### src/rtl/matmul_pkg.sv
// ============================================================================
//  Module : matmul_pkg
//  Brief  : Shared defaults and state encodings for the matrix datapath.
//  Rev    : 1.0  initial release
// ============================================================================
`default_nettype none

package matmul_pkg;

    localparam int c_n_elem_default = 9;
    localparam int c_elem_w_default = 16;

    typedef enum logic [2:0] {
        SER_IDLE      = 3'd0,
        SER_ISSUE     = 3'd1,
        SER_WAIT_ACK  = 3'd2,
        SER_WAIT_DONE = 3'd3,
        SER_DONE      = 3'd4
    } ser_state_t;

    typedef enum logic [1:0] {
        CU_IDLE = 2'd0,
        CU_LOAD = 2'd1,
        CU_MULT = 2'd2,
        CU_SEND = 2'd3
    } cu_state_t;

endpackage

`default_nettype wire

### src/rtl/result_serializer_byte_select.sv
// ============================================================================
//  Module : result_serializer_byte_select
//  Brief  : Maps a frame byte index onto one byte of the captured result.
//  Rev    : 1.0  initial release
// ============================================================================
`default_nettype none

module result_serializer_byte_select
    import matmul_pkg::*;
#(
    parameter int N_ELEM    = c_n_elem_default,
    parameter int ELEM_W    = c_elem_w_default,
    parameter int MSB_FIRST = 1,
    parameter int IDX_W     = 5
) (
    input  logic [N_ELEM*ELEM_W-1:0] i_shadow,
    input  logic [IDX_W-1:0]         i_byte_idx,
    output logic [7:0]               o_byte
);

    localparam int c_bpe    = ELEM_W / 8;
    localparam int c_nbytes = N_ELEM * c_bpe;

    logic [7:0] w_lane [c_nbytes];

    // Each lane is a fixed slice, so the mux below only ever selects wires.
    for (genvar gi = 0; gi < c_nbytes; gi++) begin : g_lane
        localparam int c_k   = gi % c_bpe;
        localparam int c_src = (MSB_FIRST != 0) ? (gi - c_k + (c_bpe - 1 - c_k)) : gi;
        assign w_lane[gi] = i_shadow[8*c_src +: 8];
    end

    always_comb begin
        o_byte = 8'h00;
        if (int'(i_byte_idx) < c_nbytes) begin
            o_byte = w_lane[i_byte_idx];
        end
    end

endmodule

`default_nettype wire

### src/rtl/result_serializer.sv
// ============================================================================
//  Module : result_serializer
//  Brief  : Captures the product vector and streams it byte-wise to uart_tx.
//  Rev    : 1.0  initial release
// ============================================================================
`default_nettype none

module result_serializer
    import matmul_pkg::*;
#(
    parameter int N_ELEM      = c_n_elem_default,
    parameter int ELEM_W      = c_elem_w_default,
    parameter int MSB_FIRST   = 1,
    parameter int ACK_TIMEOUT = 15
) (
    input  logic                     clk,
    input  logic                     rst,
    input  logic                     load,
    input  logic [N_ELEM*ELEM_W-1:0] result,
    input  logic                     tx_busy,
    output logic                     tx_start,
    output logic [7:0]               tx_data,
    output logic                     busy,
    output logic                     done
);

    localparam int c_nbytes = N_ELEM * ELEM_W / 8;
    localparam int c_idx_w  = $clog2(c_nbytes + 1);
    localparam int c_tmr_w  = $clog2(ACK_TIMEOUT);

    localparam logic [c_idx_w-1:0] c_idx_last = c_idx_w'(c_nbytes - 1);
    localparam logic [c_tmr_w-1:0] c_tmr_last = c_tmr_w'(ACK_TIMEOUT - 1);

    ser_state_t                 r_state;
    logic [N_ELEM*ELEM_W-1:0]   r_shadow;
    logic [c_idx_w-1:0]         r_byte_idx;
    logic [c_tmr_w-1:0]         r_timer;
    logic                       r_tx_start;
    logic [7:0]                 r_tx_data;
    logic                       r_busy;
    logic                       r_done;
    logic [7:0]                 w_byte;

    result_serializer_byte_select #(
        .N_ELEM    (N_ELEM),
        .ELEM_W    (ELEM_W),
        .MSB_FIRST (MSB_FIRST),
        .IDX_W     (c_idx_w)
    ) u_byte_select (
        .i_shadow   (r_shadow),
        .i_byte_idx (r_byte_idx),
        .o_byte     (w_byte)
    );

    always_ff @(posedge clk or negedge rst) begin
        if (!rst) begin
            r_state    <= SER_IDLE;
            r_shadow   <= '0;
            r_byte_idx <= '0;
            r_timer    <= '0;
            r_tx_start <= 1'b0;
            r_tx_data  <= 8'h00;
            r_busy     <= 1'b0;
            r_done     <= 1'b0;
        end else begin
            r_tx_start <= 1'b0;
            r_done     <= 1'b0;
            case (r_state)
                SER_IDLE: begin
                    if (load) begin
                        r_shadow   <= result;
                        r_byte_idx <= '0;
                        r_busy     <= 1'b1;
                        r_state    <= SER_ISSUE;
                    end
                end
                // A transmitter that is still busy holds us here without a pulse.
                SER_ISSUE: begin
                    if (!tx_busy) begin
                        r_tx_data  <= w_byte;
                        r_tx_start <= 1'b1;
                        r_timer    <= '0;
                        r_state    <= SER_WAIT_ACK;
                    end
                end
                SER_WAIT_ACK: begin
                    if (tx_busy) begin
                        r_state <= SER_WAIT_DONE;
                    end else if (r_timer == c_tmr_last) begin
                        r_state <= SER_ISSUE;
                    end else begin
                        r_timer <= r_timer + c_tmr_w'(1);
                    end
                end
                SER_WAIT_DONE: begin
                    if (!tx_busy) begin
                        r_byte_idx <= r_byte_idx + c_idx_w'(1);
                        if (r_byte_idx == c_idx_last) begin
                            r_busy  <= 1'b0;
                            r_done  <= 1'b1;
                            r_state <= SER_DONE;
                        end else begin
                            r_state <= SER_ISSUE;
                        end
                    end
                end
                SER_DONE: begin
                    r_state <= SER_IDLE;
                end
                default: begin
                    r_state <= SER_IDLE;
                end
            endcase
        end
    end

    assign tx_start = r_tx_start;
    assign tx_data  = r_tx_data;
    assign busy     = r_busy;
    assign done     = r_done;

endmodule

`default_nettype wire

### config.mk
export PLATFORM = sky130hd
export DESIGN_NAME = result_serializer
export DESIGN_NICKNAME = d
export VERILOG_FILES = /design/src/rtl/matmul_pkg.sv /design/src/rtl/result_serializer_byte_select.sv /design/src/rtl/result_serializer.sv
export SDC_FILE = /design/constraint.sdc
export NUM_CORES = 1
export LEC_CHECK = 0
export CORE_UTILIZATION = 50
export DETAILED_ROUTE_END_ITERATION = 10
export MAX_ROUTING_LAYER = met4
export PLACE_DENSITY = 0.81
export SYNTH_ARGS = -nofsm -noshare
export SYNTH_HDL_FRONTEND = slang
export SYNTH_SLANG_ARGS = --single-unit
### constraint.sdc
create_clock -name clk -period 3 [get_ports clk]
set_input_delay 0.45 -clock clk [delete_from_list [all_inputs] [get_ports clk]]
set_output_delay 0.45 -clock clk [all_outputs]
set_load 0.02 [all_outputs]
== Word level (Yosys, flattened, before mapping) ==
Index checks and enable logic that the tools add are counted.
Storage, ports and cells
  word-level logic and storage cells: 62
  flip-flop bits (word level): 167
Operators by class
  eq/ne operators: 12
  $lt $le $gt $ge: 2
  add/sub/neg operators: 2
  bitwise operators: 2
  mux-type cells: 27
  reductions and logical operators: 9
Operator list (number)
  8-bit binary-select mux with 5-bit select: 1
  8-bit 2-to-1 mux: 3
  3-bit 2-to-1 mux: 6
  4-bit 2-to-1 mux: 3
  2-bit != test (second input constant): 6
  3-bit case mux with 4 select lines: 1
  4-bit AND reduction: 3
  5-bit 2-to-1 mux: 2
  5-bit case mux with 2 select lines: 1
  1-bit 2-to-1 mux: 8
  4-bit case mux with 2 select lines: 1
  3-bit by 2-bit == test with 1-bit output (second input constant): 2
  6-bit >= comparator (second input constant): 1
  5-bit inverter with 6-bit output: 1
  5-bit by 1-bit adder with 5-bit output (second input constant): 1
  5-bit == test (second input constant): 1
  5-bit less-than comparator (second input constant): 1
  4-bit by 1-bit adder with 4-bit output (second input constant): 1
  4-bit == test (second input constant): 1
  2-bit AND reduction: 2
  2-bit nonzero test: 2
  3-bit by 1-bit == test with 1-bit output (second input constant): 1
  3-bit logical NOT: 1
  3-bit != test (second input constant): 1
  3 further kinds: 3

== Logic depth before layout (Yosys ltp) ==
Gate-level depths: netlist of run 1.
  word-level depth: 5
  mapped depth: 7
  depth with buffers taken out: 6

== By module ==
From an unflattened synthesis of run 1, not the netlist that was laid out.
Second synthesis, totals
  cells, all modules: 837
  area total of the unflattened synthesis: 7754.9 um^2
Modules (own cells, without submodules)
  result_serializer: instances 1, seq. area each 4179.0 um^2, cells an instance 714, area an instance 6497.5 um^2
  result_serializer_byte_select: instances 1, seq. area each 0.0 um^2, cells an instance 123, area an instance 1257.5 um^2

== Worst setup path before layout of run 1 ==
No wires, ideal clock.
  path kind: register -> register
  from: register r_state[2]
  to: register r_tx_data[2], in the netlist tx_data[2]
  arrival time: 1.653 ns
  stages on the path, launching flop included: 7
  required time: 2.866 ns
  period minus slack after synthesis: 1.787 ns
  setup time: 0.134 ns
  slack: 1.213 ns
  path through: dfrtp_1 > buf_6 > or4b_1 > buf_2 > buf_6 > a222oi_1 > a21oi_1
On the way
  cells in the longest elaborated chain, start to end: 2
RTL lines
  start, declared: RTL line result_serializer.sv:34  | ser_state_t r_state;
  start signal, assigned: RTL line result_serializer.sv:57  | r_state <= SER_IDLE;
  start signal, assigned: RTL line result_serializer.sv:74  | r_state <= SER_ISSUE;
  start signal, assigned: RTL line result_serializer.sv:83  | r_state <= SER_WAIT_ACK;
  3-bit by 1-bit == test with 1-bit output: RTL line result_serializer.sv:68  | case (r_state)
  2-bit AND reduction (no source line)
  end signal, assigned: RTL line result_serializer.sv:80  | r_tx_data <= w_byte;
  end, declared: RTL line result_serializer.sv:39  | logic [7:0] r_tx_data;
No other way between the ends.
A chain may end at the register's enable or synchronous reset.

== Worst setup path in the final report of run 1 ==
  from: register r_byte_idx[1]
  to: register r_tx_data[2], in the netlist tx_data[2]
On the way
  cells in the longest elaborated chain, start to end: 5
  elaborated cells on any way between the ends: 6
  classes of those cells: order compare: 1; mux: 4; bitwise: 1
RTL lines
  start, declared: RTL line result_serializer.sv:36  | logic [c_idx_w-1:0] r_byte_idx;
  start signal, assigned: RTL line result_serializer.sv:97  | r_byte_idx <= r_byte_idx + c_idx_w'(1);
  5-bit inverter with 6-bit output (implied by the code): RTL line result_serializer_byte_select.sv:36  | o_byte = w_lane[i_byte_idx];
  8-bit binary-select mux with 5-bit select: RTL line result_serializer_byte_select.sv:36
  8-bit 2-to-1 mux (implied by the code) (2 in series): RTL line result_serializer_byte_select.sv:36
  8-bit 2-to-1 mux (*): RTL line result_serializer_byte_select.sv:35  | if (int'(i_byte_idx) < c_nbytes) begin
Mark *: on every way between the ends. The rest lies on a longest branch, timed or not. The select of a mux whose other input is x is not followed.

==> results_dict.tcl, run 1 <==
set metrics [dict create \
    status "finished with violations" \
    violations "DRC" \
    gp_congestion 0.828 \
    worst-setup-path-type "flip-flop to flip-flop" \
    power_leakage_nw 4.00 \
    numPortBuffers 158 \
    finalClockSkew_ns 0.00835 \
    slew_headroom_pct 49.0 \
    num_rows 44 \
    route.detailed.drc 16 \
    core_area_um2 14700 \
    power_mw 9.58 \
    drive_above_1_share_pct 29.5 \
    worstReg2RegStart "r_byte_idx[1]" \
    synth_warnings 0 \
    wl_per_cell_um 20.1 \
    start_util_pct 51.6 \
    clk_latency_ns 0.42 \
    clock.fmax_mhz 484 \
    setup_viol 0 \
    slew_violations 0 \
    synthTopCellsByArea "dfrtp_1 55%, mux2_2 20%, mux4_2 7.1%, mux2i_1 3.3%, mux2_1 1.9%" \
    period_minus_slack_ns 2.06 \
    cp.required_ns 3.29 \
    hold_path_class "input port to asynchronous set/reset pin" \
    rsz0062_at_grt "false" \
    dieArea_um2 15700 \
    post-cts-setup-buffers 0 \
    critPathMaxFanout 21 \
    grt_pass1_vias 5370 \
    drtPass1Iterations 8 \
    vias 4948 \
    hold_buffers 0 \
    cts_num_sinks 167 \
    mostFrequentLayoutCell "dfrtp_1" \
    cp.arrival_ns 2.36 \
    fin_crit_sh_pct 68.8 \
    crit_family "flip-flops" \
    htreeDepth 4 \
    setup_tns_ns 0 \
    drv_cap 0 \
    cp-startpoint "r_byte_idx[1]" \
    netlist_area_um2 7590 \
    fin_nets 820 \
    syn_avg_cell_area_um2 14.7 \
    finalHoldViolations 0 \
    routed_wl_um 17400 \
    worstMarginPinSlew_ns 0.755 \
    synth-edff-count 0 \
    diodes 0 \
    die_h_um 125 \
    cts_resized 0 \
    root_buffer "clkbuf_16" \
    cts_buffers 17 \
    drtIter0Drc 360 \
    area_growth_pct 30.6 \
    slowest_delay_ns 0.77 \
    ys_async_sr_fraction_pct 100 \
    dp_hpwl_um 12300 \
    clockBufferDepth 2 \
    synth_top_cell_by_area "dfrtp_1" \
    clkTransAtPathRegs_ns 0.06 \
    final_cell_mix "165 x dfrtp_1, 157 x clkdlybuf4s50_1, 136 x mux2_2, 25 x mux2i_1, 24 x mux4_2" \
    ys_types 41 \
    synth_top_area_share_pct 55.1 \
    path_buf_inv 1 \
    antenna_found_initial 0 \
    grt_use_total_pct 24.6 \
    drtAntennaViolNets 0 \
    synth_ff_type "dfrtp_1" \
    crit_path_top_delay_cell "dfrtp_2" \
    syn_nets 670 \
    irDropWorstVdd_uv 527 \
    seq_area_frac_synth_pct 55.1 \
    end_kind "flip-flop" \
    ioPinCount 159 \
    chipWidth_um 125 \
    n_fill_cell 1005 \
    start_kind "flip-flop" \
    vias_per_cell 5.72 \
    synth_cells 518 \
    cts_tree "yes" \
    grt_overflow_total 0 \
    power.density_nw_per_um2 966 \
    ys_ff_latch 167 \
    cp_cell_sequence "buf_4 -> mux4_2 -> a222oi_1 -> a21oi_1" \
    grt_pass1_wl_um 28300 \
    grt_max_degree 115 \
]
==> per-layer routing <==
layer | GRT usage, % | wire length (µm) | up-vias | part of all wire (%)
li1 | - | - | 2233 | -
met1 | 30.6 | 7190 | 2524 | 41
met2 | 38.7 | 8660 | 164 | 50
met3 | 6.93 | 1160 | 27 | 6.7
met4 | 8.46 | 371 | 0 | 2.1
met5 | - | 0 | - | 0
==> logic make-up after synthesis <==
family                     synth area share [%]
muxes                                      32.5
DFF                                        55.1
AOI/OAI and AO/OA                          4.96
and+or+nand+nor                            3.66
buffers and inverters                      2.56
xor gates and xnor gates                  0.577
adders and majority gates                 0.659
==> registers in the layout, indices dropped and copies added (netlist names) <==
signal,flops
r_shadow,144
tx_data,8
r_byte_idx,5
r_timer,4
r_state,3
busy,1
done,1
tx_start,1
==> per-stage QoR <==
stage	area (µm²)	worst slack, ns	instances	hold slack, ns	util [%]
floorplan	7590	1.21	518	0.154	-
global placement	9350	0.675	833	0.463	63.6
CTS	9910	0.941	865	0.0513	67.4
global route	9910	0.777	865	0.0726	67.4
detailed placement	9350	0.624	833	0.473	63.6
finish	9910	0.935	865	0.0124	67.4
==> power by group <==
group | leakage [nW] | switching (mW) | internal [mW]
clock | 0.267 | 0.859 | 1.23
combinational | 1.72 | 1.42 | 2.05
sequential | 2.01 | 0.671 | 3.35
==> worst reg2reg max path, stage by stage (launching register included) <==
cell and delay (ns):
dfrtp_2 0.77, buf_4 0.33, mux4_2 0.35, a222oi_1 0.38
a21oi_1 0.11
==> path summary, 6_finish.rpt <==
kind,cells past startpoint,end,slack (ns)
setup reg to reg,4,tx_data[2],0.94
hold / removal,1,r_shadow[84],0.01
max in group asynchronous,2,r_shadow[111],2.14
hold reg to reg,1,r_shadow[56],0.49
setup / recovery,4,tx_data[2],0.94
min in group clk,1,r_shadow[56],0.49
==> cells in the mapped netlist (5+ instances only) <==
| library cell | n |
|---|---|
| mux4_2 | 24 |
| a22oi_1 | 12 |
| o21ai_0 | 6 |
| buf_2 | 26 |
| dfrtp_1 | 167 |
| mux2_1 | 13 |
| nand2_1 | 7 |
| mux2_2 | 136 |
| clkbuf_1 | 5 |
| a21oi_1 | 11 |
| a31oi_1 | 9 |
| nor2_1 | 18 |
| mux2i_1 | 25 |
==> cell type report <==
| cell class | count | area [µm²] | area share (%) |
|---|---|---|---|
| clock buffer | 26 | 499 | 5.04 |
| clock inverter | 6 | 66.3 | 0.669 |
| inverter | 4 | 15.0 | 0.151 |
| multi-input combinational | 312 | 3230 | 32.5 |
| sequential | 167 | 4180 | 42.2 |
| tap | 184 | 230 | 2.32 |
| timing repair buffer | 166 | 1690 | 17.1 |
Note: power is estimated with default switching activity, not from simulation.
==> run 2, diff against run 1 <==
clock period = 2.1 ns   (was 3 ns; I/O delays follow)
==> run 2 against run 1 <==
The run still ends with DRC left; sequential power grew 42%; non-clock buffer count grew 16; core utilization grew 1.8 points; via count grew 1.6%; final cell count grew 1.7%; global-route usage grew 0.75 points; combinational power grew 50%; largest power group unchanged; fmax grew 6.6%; design area grew 2.7%; die area is the same; sequential share of layout area shrank 1.1 points.
==> results_dict.tcl, run 2 (same netlist as run 1, synthesis figures left out) <==
set metrics [dict create \
    status "finished with violations" \
    grt_use_total_pct 25.4 \
    grt_pass1_wl_um 29000 \
    setup_viol 0 \
    combPwrFrac_pct 36.5 \
    end_kind "flip-flop" \
    drive_above_1_share_pct 31.6 \
    start_util_pct 51.6 \
    rsz0062_at_grt "false" \
    crit_family "simple AND/OR/NAND/NOR gates" \
    slew_violations 0 \
    clkTransAtPathRegs_ns 0.07 \
    path_buf_inv 1 \
    final_cell_area_um2 10200 \
    routed_wl_um 17700 \
    dp_worst_setup_slack_ns -0.0342 \
    area_growth_pct 34.1 \
    mostFrequentLayoutCell "dfrtp_1" \
    cp.required_ns 2.39 \
    crit_path_top_delay_cell "or4b_1" \
    place_inst 848 \
    wl_per_cell_um 20.1 \
    power_leakage_nw 4.14 \
    dp_hpwl_um 12900 \
    seqPwrFrac_pct 40.0 \
    violations "DRC" \
    fin_nets 836 \
    irDropWorstVdd_uv 864 \
    worst-setup-path-type "flip-flop to flip-flop" \
    cts_resized 0 \
    layout_setup_ws_ns 0.163 \
    route.detailed.drc 16 \
    drtPass1Iterations 8 \
    clk_latency_ns 0.42 \
    die_h_um 125 \
    root_buffer "clkbuf_16" \
    hold_buffers 1 \
    htreeDepth 4 \
    p_clk_share_pct 23.5 \
    num_rows 44 \
    clock.fmax_mhz 516 \
    vias 5029 \
    cp.arrival_ns 2.23 \
    fin_crit_sh_pct 92.2 \
    antenna_found_initial 0 \
    critPathMaxFanout 12 \
    switching_power_mw 4.30 \
    diodes 0 \
    largest_reg_flops 144 \
    drtAntennaViolNets 0 \
    grt_overflow_total 0 \
    cts_buffers 17 \
    slowest_delay_ns 0.78 \
    period_minus_slack_ns 1.94 \
    slew_headroom_pct 60.5 \
    grt_pass1_vias 5511 \
    grt_max_degree 73 \
    drv_cap 0 \
    finalHoldViolations 0 \
    setup_tns_ns 0 \
    worstMarginPinSlew_ns 0.591 \
    intPower_mw 9.95 \
    cts_num_sinks 167 \
    chipWidth_um 125 \
    clockBufferDepth 2 \
    vias_per_cell 5.71 \
    power.density_nw_per_um2 1400 \
    numPortBuffers 158 \
    gp_congestion 0.885 \
    cp_cell_sequence "or4b_1 -> buf_4 -> a22oi_1 -> o21ai_0" \
    finalClockSkew_ns 0.00893 \
    post-cts-setup-buffers 0 \
    hold_path_class "input port to asynchronous set/reset pin" \
    start_kind "flip-flop" \
    final_cells 880 \
    ioPinCount 159 \
    top_register "r_shadow" \
    dieArea_um2 15700 \
    placed_area_um2 9530 \
    final_cell_mix "165 x dfrtp_1, 157 x clkdlybuf4s50_1, 136 x mux2_2, 25 x mux2i_1, 24 x mux4_2" \
    n_fill_cell 1028 \
    drtIter0Drc 364 \
    core_area_um2 14700 \
    switching_share_pct 30.2 \
    cts_tree "yes" \
]
-- run 2: power groups by stage --
stage,combinational (mW),clock [mW],sequential (mW)
detailed placement,5.22,0,5.73
floorplan,3.67,0,5.42
CTS,5.26,3.40,5.70
global placement,5.03,0,5.60
global route,5.61,3.55,5.89
finish,5.20,3.35,5.70
-- run 2: layout make-up --
class                           count  area (µm²)  area share [%]
Timing Repair Buffer              182        1890            18.6
Clock inverter                     11         171            1.68
Inverter                            4        15.0           0.147
Clock buffer                       20         467            4.58
Tap cell                          184         230            2.26
Multi-Input combinational cell    312        3230            31.7
Sequential cell                   167        4180            41.1
-- run 2: through the flow --
step	power (mW)	hold WS (ns)	util (%)
global placement	10.6	0.155	64.9
detailed placement	11.0	0.155	64.9
floorplan	9.09	0.0194	-
finish	14.3	0.282	69.3
CTS	14.4	0.277	69.3
global route	15.1	0.288	69.3
-- run 2: worst paths after layout --
path | from | to | slack, ns | cells past startpoint
max | r_state[2] | tx_data[6] | 0.16 | 4
min | rst | done | 0.28 | 2
max reg2reg | r_state[2] | tx_data[6] | 0.16 | 4
min reg2reg | r_shadow[111] | r_shadow[111] | 0.49 | 1
max in group asynchronous | rst | r_byte_idx[0] | 1.15 | 3
min in group clk | result[35] | r_shadow[35] | 0.49 | 2
-- run 2: metal layers --
metal  part of all wire, %  wire (µm)  track usage, %
met5                     0          0               -
met4                   2.7        484            10.7
met3                   7.4       1310            7.83
met2                    50       8770            39.7
met1                    40       7150            30.6
==> run 3, diff against run 2 <==
CAP_MARGIN = 10   (was default)
SKIP_LAST_GASP = 1   (was default)
==> results of run 3 <==
Final layout, timing and power as in run 2 (identical DEF).
